### config.mk
export PLATFORM = sky130hd
export DESIGN_NAME = receiver_control
export DESIGN_NICKNAME = d
export VERILOG_FILES = /design/src/rtl/receiver_control.sv
export SDC_FILE = /design/constraint.sdc
export NUM_CORES = 1
export LEC_CHECK = 0
export ABC_AREA = 1
export CAP_MARGIN = 20
export CORE_UTILIZATION = 63
export CTS_BUF_LIST = sky130_fd_sc_hd__clkbuf_16
export CTS_CLUSTER_DIAMETER = 50
export DETAILED_ROUTE_END_ITERATION = 7
export DONT_BUFFER_PORTS = 1
export PLACE_DENSITY = 0.85
export SYNTH_ARGS = -nofsm -noshare
export SYNTH_HDL_FRONTEND = slang
export SYNTH_SLANG_ARGS = --single-unit
### constraint.sdc
create_clock -name clk -period 3.1 [get_ports clk]
set_input_delay 0.465 -clock clk [delete_from_list [all_inputs] [get_ports clk]]
set_output_delay 0.465 -clock clk [all_outputs]
set_load 0.005 [all_outputs]
### src/rtl/receiver_control.sv
// Receive-side four-phase Request/Ack endpoint feeding a DEPTH-entry circular buffer popped by a host read strobe.
// Optional RECEIVER_SYNC_EN: Request passes through a 2-flop synchronizer before the handshake FSM.
module receiver_control #(
  parameter int WIDTH = 16,
  parameter int DEPTH = 16,
  parameter int AW    = 4
) (
  input  logic             clk,
  input  logic             Reset_n,
  input  logic             Request,
  input  logic [WIDTH-1:0] rcvDataIn,
  output logic             Ack,
  input  logic             read,
  output logic [WIDTH-1:0] dataOut,
  output logic             dataValid,
  output logic [AW:0]      count,
  output logic             full,
  output logic             empty,
  output logic             rdErr
);

  typedef enum logic {IDLE, ACK_S} state_t;

  state_t           state_q, state_d;
  logic             ack_q, ack_d;
  logic [AW-1:0]    wr_ptr_q, wr_ptr_d;
  logic [AW-1:0]    rd_ptr_q, rd_ptr_d;
  logic [AW:0]      count_q, count_d;
  logic [WIDTH-1:0] dout_q, dout_d;
  logic             dv_q, dv_d;
  logic             err_q, err_d;
  logic [WIDTH-1:0] mem_q [DEPTH];
  logic             req;
  logic             wr_en;
  logic             rd_en;

`ifdef RECEIVER_SYNC_EN
  logic sync1_q, sync2_q;

  always_ff @(posedge clk or negedge Reset_n) begin
    if (!Reset_n) begin
      sync1_q <= 1'b0;
      sync2_q <= 1'b0;
    end else begin
      sync1_q <= Request;
      sync2_q <= sync1_q;
    end
  end

  assign req = sync2_q;
`else
  assign req = Request;
`endif

  assign full  = (count_q == (AW+1)'(DEPTH));
  assign empty = (count_q == '0);
  // A read is judged against the count before this edge, so a simultaneous write never rescues an empty read.
  assign rd_en = read && !empty;

  always_comb begin
    state_d  = state_q;
    ack_d    = ack_q;
    wr_en    = 1'b0;
    case (state_q)
      IDLE: begin
        if (req && !full) begin
          wr_en   = 1'b1;
          ack_d   = 1'b1;
          state_d = ACK_S;
        end
      end
      ACK_S: begin
        if (!req) begin
          ack_d   = 1'b0;
          state_d = IDLE;
        end
      end
      default: begin
        ack_d   = 1'b0;
        state_d = IDLE;
      end
    endcase
  end

  always_comb begin
    wr_ptr_d = wr_ptr_q;
    rd_ptr_d = rd_ptr_q;
    count_d  = count_q;
    dout_d   = dout_q;
    dv_d     = 1'b0;
    err_d    = err_q;
    if (wr_en) wr_ptr_d = wr_ptr_q + 1'b1;
    if (rd_en) begin
      rd_ptr_d = rd_ptr_q + 1'b1;
      dout_d   = mem_q[rd_ptr_q];
      dv_d     = 1'b1;
    end
    if (read && empty) err_d = 1'b1;
    case ({wr_en, rd_en})
      2'b10:   count_d = count_q + 1'b1;
      2'b01:   count_d = count_q - 1'b1;
      default: count_d = count_q;
    endcase
  end

  always_ff @(posedge clk or negedge Reset_n) begin
    if (!Reset_n) begin
      state_q  <= IDLE;
      ack_q    <= 1'b0;
      wr_ptr_q <= '0;
      rd_ptr_q <= '0;
      count_q  <= '0;
      dout_q   <= '0;
      dv_q     <= 1'b0;
      err_q    <= 1'b0;
    end else begin
      state_q  <= state_d;
      ack_q    <= ack_d;
      wr_ptr_q <= wr_ptr_d;
      rd_ptr_q <= rd_ptr_d;
      count_q  <= count_d;
      dout_q   <= dout_d;
      dv_q     <= dv_d;
      err_q    <= err_d;
    end
  end

  // Storage carries no reset; contents are don't-care until written.
  always_ff @(posedge clk) begin
    if (wr_en) mem_q[wr_ptr_q] <= rcvDataIn;
  end

  assign Ack       = ack_q;
  assign dataOut   = dout_q;
  assign dataValid = dv_q;
  assign count     = count_q;
  assign rdErr     = err_q;

endmodule

==> results of run 1 <==
==> synth_stat cells, types with 5 or more instances <==
master and count:
nand3_1 198, nand2_1 414, dfrtp_1 33, xor2_1 9, clkbuf_1 9, nor2_1 10, nor3_1 12, buf_2 38
buf_1 5, ha_1 8, inv_1 211, edfxtp_1 256
==> routing by layer <==
layer | wire length, um | track usage | vias to the layer above
li1 | - | - | 3953
met1 | 10400 | 0.368 | 3961
met2 | 13700 | 0.480 | 470
met3 | 3030 | 0.0671 | 99
met4 | 1440 | 0.139 | 0
met5 | 0 | 0 | -
==> final timing paths <==
path / startpoint / endpoint / slack [ps] / cells past startpoint
setup / recovery: count[3] / count[4] / 560 / 17
hold / removal: rcvDataIn[7] / mem_q[8][7] / 20 / 0
setup reg to reg: count[3] / count[4] / 560 / 17
hold reg to reg: state_q / Ack / 460 / 1
max in group asynchronous: Reset_n / rd_ptr_q[1] / 2510 / 2
min in group asynchronous: Reset_n / dataOut[2] / 400 / 2
==> logic make-up after synthesis <==
logic type,count (synthesis),share of synthesized area
simple gates,639,0.214
flops,289,0.679
buf+inv,270,0.0868
xor+xnor,11,0.00769
compound gates,8,0.00419
fa+ha+maj,8,0.00799
==> state kept, by name, summed over array words and instances, names as in the netlist <==
register   flops
rdErr          1
count          5
wr_ptr_q       4
dataValid      1
dataOut       16
mem_q        256
rd_ptr_q       4
state_q        1
Ack            1
==> per-stage QoR <==
stage | setup WS, ps | total power (uW) | hold slack [ps] | instance area, um2
2_1_floorplan | 667 | 7720 | 169 | 12500
3_3_place_gp | 653 | 8740 | 170 | 12900
3_5_place_dp | 566 | 8870 | 170 | 12900
4_1_cts | 539 | 12400 | 1.69 | 13900
5_1_grt | 202 | 13000 | 0.281 | 14000
6_report | 557 | 12400 | 15.8 | 14000
==> repair_timing <==
| action | CTS | global route |
|---|---|---|
| hold endpoints to repair | 33 | 4 |
| setup buffers | 0 | 0 |
| hold buffers | 2 | 4 |
| gates resized for setup | 0 | 0 |
| setup endpoints to repair | 0 | 0 |
==> cell type report <==
type                            instances  area share
Clock buffer                           31      0.0556
Clock inverter                         25      0.0136
Inverter                              213      0.0574
Multi-Input combinational cell        666       0.215
Sequential cell                       289       0.610
Tap cell                              265      0.0237
Timing Repair Buffer                   38      0.0249
==> power groups by stage <==
stage	Clock, uW	Sequential [uW]	Combinational, uW
6_report	3470	4930	3990
3_5_place_dp	0	5000	3860
3_3_place_gp	0	4980	3750
2_1_floorplan	0	4920	2800
4_1_cts	3500	4930	3930
5_1_grt	3640	4970	4400
==> metrics.cfg, run 1 <==
[pwr]
p_int_uw=7870
clockPowerShare=0.280
vdd_drop_max_mv=0.734
power_switching_uw=4520
power_frac_comb=0.322
power_density_nw_per_um2=887
switching_share=0.365
leakage_uw=0.00615
pwr-share-seq=0.398

[worst_setup_path]
crit_slowest_cell=dfrtp_1
crit_top_cell=nand2_1
critPathMaxFanout=18
worst_ep_arrival_time_ps=2980
crit_buf_inv=3
max_stage_delay_ps=450
worst-setup-path-type=reg2reg
critPathTopFamily=simple AND/OR/NAND/NOR gates
endpoint_kind=flip-flop
cp_cell_sequence=nor2_1 -> nand2_1 -> nor2_2 -> inv_1 -> nand2_4 -> inv_1 -> ha_1 -> xor2_1 -> ha_1 -> inv_1 -> nand2_1 -> nand3_1 -> nand2_1 -> nand2_1 -> nand2_1 -> nand2_1 -> nand2_1
worst_setup_path_start_kind=flip-flop
worst_ep_required_time_ps=3540

[routing]
wire_per_inst_um=18.7
via_per_inst=5.56
first_pass_iters=6
drt-initial-drc-count=880
remaining_drc_errors=0
wl_um=28600
vias=8483
drtAntennaViolNets=0

[sta]
worst_slew_pin_slew_ps=842
period_needed_ps=2540
relSlewSlack=0.439
max_freq_mhz=393
skew_ps=13.5
period_share=0.820
drv_slew=0
rsz0062_at_grt=no
finalSetupTns_ps=0
hold_viol=0
setup_viol=0

[finish]
most-common-layout-cells=414 x nand2_1, 256 x edfxtp_1, 218 x inv_1
num_antenna_cells=0
post-route-util=0.718
register_area_um2=8520
multi_input_area_um2=3000
fill_cells=1213
drive_gt1_frac=0.0792
layout_commonest_cell=nand2_1
stdcell_count=1527
final_nets=1266
syn2layout_area_growth_pct=11.5

[die]
core-area_um2=19500
dieArea_um2=20500
io_pins=46
rows=51
start_util=0.644
die_w_um=143
die_h_um=143

[synthesis]
synth_edf_count=256
synth_top_area_share=0.614
synth_top_area_cell=edfxtp_1
ys_seq_area_frac=0.679
synth.yosys.warnings=0
synth_cell_types=27
synth_cells=1225
synthArstFlopShare=0.114
synthTopCellsByArea=edfxtp_1 61%, nand2_1 12%, nand3_1 7.9%
synth_nets=1253
synthesis.area_um2=12500
ys_seq_elements=289
syn_area_per_cell_um2=10.2
synth_ff_type=edfxtp_1

[clock_tree]
htree_num_levels=1
cts_tree=built
worstSkewPairLatency_ps=540
numCtsBuffers=30
clock_path_buffers=3
clkSinkCount=289
ctsRootBufferMaster=clkbuf_16
clk_pin_slew_ps=60

[place]
dp.cells=1465
gp_congestion=0.849
io_buffers=0
hpwl_um=16500

[global_route]
grtUsageTotal=0.292
grt_max_degree=131
grt-ovfl-total=0
grt_pass1_wl_um=43800
first_global_vias=8226
antenna_found_initial=0

[flow_run]
cap_violations=0

[run_status]
run_status=finished clean

[hold_path]
hold_path_class=in2reg

Power figures use the tool's default switching activity.
==> inputs of run 2 (changes only) <==
- clock period: 3.1 -> 2.4 ns (I/O delays scaled with it)
==> run 2 against run 1 <==
- routed wire length grew 5.7%
- register-to-register slack worse by 480 ps
- combinational power rose by 42%
- via count increased by 4.5%
- worst setup slack got worse by 480 ps
- sequential power is 28% higher
- power grew 30%
- clock skew increased by 4.3 ps
- sequential cell count did not move
- global-route usage up 1.5 points
- largest cell class unchanged
==> metrics.cfg, run 2 (synthesis gave the netlist of run 1 again) <==
[run_status]
run_status=finished clean

[hold_path]
min_from=read
min_to=dataValid
holdPathStages=3
hold_path_class=in2reg

[clock_tree]
htree_num_levels=1
cts_tree=built
clkSinkCount=289
clk_pin_slew_ps=60
worstSkewPairLatency_ps=550
ctsRootBufferMaster=clkbuf_16
clock_path_buffers=3
numCtsBuffers=29

[sta]
whs_ps=205
drv_slew=0
skew_ps=17.8
period_share=0.967
fin_ws_ps=79.6
max_freq_mhz=431
finalSetupTns_ps=0
setup_viol=0
period_needed_ps=2320
rsz0062_at_grt=yes
hold_viol=0
relSlewSlack=0.265
worst_slew_pin_slew_ps=1100

[die]
die_w_um=143
start_util=0.644
core-area_um2=19500
io_pins=46
dieArea_um2=20500
die_h_um=143
rows=51

[finish]
register_area_um2=8520
most-common-layout-cells=414 x nand2_1, 256 x edfxtp_1, 218 x inv_1
final_nets=1292
layout_commonest_cell=nand2_1
num_antenna_cells=0
multi_input_area_um2=3000
syn2layout_area_growth_pct=12.8
largest_register_ffs=256
finalInstanceArea_um2=14100
fill_cells=1244
drive_gt1_frac=0.0840
regMostFlops=mem_q

[worst_setup_path]
cp_cell_sequence=nor2_2 -> nand2_1 -> nor2_2 -> inv_1 -> nand2_4 -> inv_1 -> ha_2 -> xor2_1 -> ha_1 -> inv_1 -> nand2_1 -> nand3_1 -> nand2_1 -> nand2_1 -> nand2_1 -> nand2_1 -> nand2_1
worst_ep_arrival_time_ps=2760
worstReg2RegEnd=count[4]
critPathMaxFanout=5
crit_top_cell=nand2_1
worst_setup_path_start_kind=flip-flop
crit_slowest_cell=dfrtp_1
ff2ff_path_depth=17
worst-setup-path-type=reg2reg
max_stage_delay_ps=390
timing.rr.start=count[3]
worst_ep_required_time_ps=2840
r2r_slack_ps=80
endpoint_kind=flip-flop

[flow_run]
cap_violations=0

[place]
hpwl_um=17900
post_dp_cell_area_um2=13100
gp_congestion=0.885
post-place-ws_ps=136
io_buffers=0

[global_route]
busiest_layer=met2
use_met2=0.515
grtUsageTotal=0.307
grtUsageMet1=0.399
grt_pass1_wl_um=46400
grt_max_degree=131
first_global_vias=8640
use_met3=0.0446
antenna_found_initial=0
grt-ovfl-total=0

[routing]
drtAntennaViolNets=0
drt-initial-drc-count=1350
via_per_inst=5.71
wl_um=30200
vias=8862
wire_per_inst_um=19.5
remaining_drc_errors=0
first_pass_iters=6

[pwr]
vdd_drop_max_mv=0.775
power_density_nw_per_um2=1140
leakage_uw=0.00622
power_uw=16100

-- run 2: cell count changes in the layout (fill, tap and decap cells not counted), moves of 3 or more --
cell / delta
buf_4: +10
clkinv_1: +4
dlygate4sd3_1: +14
buf_12: +3
clkinv_2: -3
-- run 2: repair_timing --
action | CTS | global route
hold endpoints to repair | 292 | 0
resized for setup | 0 | 2
setup buffers | 0 | 0
setup endpoints to repair | 0 | 9
hold buffers | 20 | 0
-- run 2: how the worst max path moves through the flow --
stage	end	startpoint	slack, ps
final	count[4]	count[3]	80
after global routing	count[4]	count[3]	-8
after CTS	count[4]	count[3]	110
after detailed placement	count[4]	count[3]	140
after global placement	count[4]	count[3]	220
after floorplan	mem_q[10][0]	count[3]	-7
-- run 2: final cells by class --
cell class	count	area share
Multi-Input combinational cell	666	0.213
Timing Repair Buffer	65	0.0441
Tap cell	265	0.0235
Clock buffer	29	0.0514
Sequential cell	289	0.603
Clock inverter	24	0.00903
Inverter	213	0.0568
-- run 2: critical path, delay by kind of cell, from the launching register on --
| family | cells | cell delay, ps |
|---|---|---|
| buffers and inverters | 3 | 220 |
| adders and majority gates | 2 | 410 |
| xor gates and xnor gates | 1 | 170 |
| and+or+nand+nor | 11 | 1020 |
| DFF | 1 | 390 |
-- run 2: power by group --
| part | switching [uW] | internal (uW) |
|---|---|---|
| clock network | 1810 | 2280 |
| registers | 284 | 6030 |
| logic | 3950 | 1710 |
-- run 2: layer usage --
| metal | vias up | wire length (um) |
|---|---|---|
| met5 | - | 0 |
| met4 | 0 | 1450 |
| met3 | 113 | 3160 |
| met2 | 558 | 14600 |
| met1 | 4184 | 10900 |
| li1 | 4007 | - |
-- run 2: through the flow --
stage                     instances  utilization
after floorplan                1225            -
after global placement         1478        0.671
after detailed placement       1478        0.671
after CTS                      1551        0.726
after global routing           1551        0.726
final                          1551        0.726
==> inputs of run 3 (changes only) <==
- CAP_MARGIN: 20 -> not set
- SETUP_SLACK_MARGIN: not set -> 0.2
==> run 3 against run 2 <==
- critical path depth decreased by 1
- via count is 1.1% lower
- final cell count grew 0.32%
- worst hold slack worse by 3.0 ps
- routed wire length decreased by 2.0%
- power rose by 1.5%
- first-iteration DRC count fell by 24%
- die area stayed put
- highest routed layer unchanged
==> metrics.cfg, run 3 (synthesis gave the netlist of run 1 again) <==
[run_status]
run_status=finished clean

[die]
die_h_um=143
rows=51
die_w_um=143
dieArea_um2=20500
start_util=0.644
core-area_um2=19500
io_pins=46

[routing]
wl_um=29600
via_per_inst=5.63
vias=8768
wire_per_inst_um=19.0
first_pass_iters=5
remaining_drc_errors=0
drtAntennaViolNets=0
drt-initial-drc-count=1029

[place]
hpwl_um=17100
dp.cells=1480
io_buffers=0
post_dp_cell_area_um2=13100
gp_congestion=0.850

[sta]
whs_ps=202
skew_ps=11.5
hold_viol=0
max_freq_mhz=448
rsz0062_at_grt=yes
relSlewSlack=0.275
setup_viol=0
worst_slew_pin_slew_ps=1090
drv_slew=0
period_needed_ps=2230
period_share=0.930

[worst_setup_path]
worst-setup-path-type=reg2reg
worst_setup_path_start_kind=flip-flop
worst_ep_arrival_time_ps=2680
r2r_slack_ps=170
worstReg2RegEnd=count[4]
worst_ep_required_time_ps=2840
timing.rr.start=count[3]
endpoint_kind=flip-flop
ff2ff_path_depth=16
critPathMaxFanout=5

[finish]
register_area_um2=8520
layout_commonest_cell=nand2_1
finalInstanceArea_um2=14200
regMostFlops=mem_q
multi_input_area_um2=3020
stdcell_count=1556
syn2layout_area_growth_pct=13.7
most-common-layout-cells=414 x nand2_1, 256 x edfxtp_1, 211 x inv_1
drive_gt1_frac=0.0984
fill_cells=1204
largest_register_ffs=256
post-route-util=0.732
final_nets=1295

[clock_tree]
numCtsBuffers=30
clk_pin_slew_ps=60
htree_num_levels=1
clock_path_buffers=3
ctsRootBufferMaster=clkbuf_16
cts_tree=built
clkSinkCount=289
worstSkewPairLatency_ps=550

[hold_path]
hold_path_class=in2reg
holdPathStages=3
min_from=read
min_to=dataValid

[flow_run]
cap_violations=0

[global_route]
grt-ovfl-total=0
grtUsageTotal=0.301
antenna_found_initial=0
grt_max_degree=131
grt_pass1_wl_um=45300
first_global_vias=8564

[pwr]
power_density_nw_per_um2=1140
leakage_uw=0.00626
power_uw=16300
vdd_drop_max_mv=0.990

==> run 3: changes by cell type in the layout (fill, tap and decap cells not counted), sizes merged <==
cell	delta
inv	-5
clkinv	+4
buf	+2
clkbuf	+2
bufinv	+1
diode	+1
==> run 3: area by class of cell <==
type	count	area share
Sequential cell	289	0.598
Multi-Input combinational cell	666	0.212
Inverter	213	0.0562
Clock buffer	31	0.0544
Timing Repair Buffer	67	0.0430
Tap cell	265	0.0233
Clock inverter	24	0.0131
Antenna cell	1	0.000176
==> run 3: power by group <==
group	switching (uW)	total [uW]	internal, uW
Combinational	3840	5480	1630
Clock	1940	4510	2570
Sequential	298	6330	6030
==> run 3: through the flow <==
stage / TNS (ps) / setup slack, ps
after detailed placement: 0 / 172
after global placement: 0 / 230
after global routing: 0 / 54.6
after floorplan: -948 / -7.41
after CTS: 0 / 206
final: 0 / 169
==> run 3: timing repair <==
action,CTS,global route
buffers inserted,0,0
hold endpoints to repair,292,0
gates cloned,0,0
setup endpoints to repair,2,36
gates resized for setup,3,4
hold buffers,20,0
==> run 3: metal layers <==
metal | vias to the layer above | share of wire | global-route usage
li1 | 4021 | - | -
met1 | 4138 | 0.37 | 0.372
met2 | 515 | 0.49 | 0.504
met3 | 94 | 0.095 | 0.0624
met4 | 0 | 0.045 | 0.151
met5 | - | 0 | 0
==> run 3: worst max-delay path by stage <==
stage                        start            to  slack [ps]  cells after the start
after floorplan           count[3]  mem_q[10][0]          -7                      5
after global placement    count[3]      count[4]         230                     17
after detailed placement  count[3]      count[4]         170                     16
after CTS                 count[3]      count[4]         210                     17
after global routing      count[3]      count[4]          50                     17
final                     count[3]      count[4]         170                     16
==> run 3: worst max-delay path, stage by stage, from the launching register on <==
cell,delay [ps]
dfrtp_1,390
nor2_2,170
nand2_1,110
nor2_4,130
inv_1,80
nand2_4,60
inv_1,50
ha_2,240
xor2_2,190
ha_1,170
inv_1,40
nand2_1,100
nand3_1,110
nand3_1,110
nand2_1,70
nand2_1,60
nand2_1,50
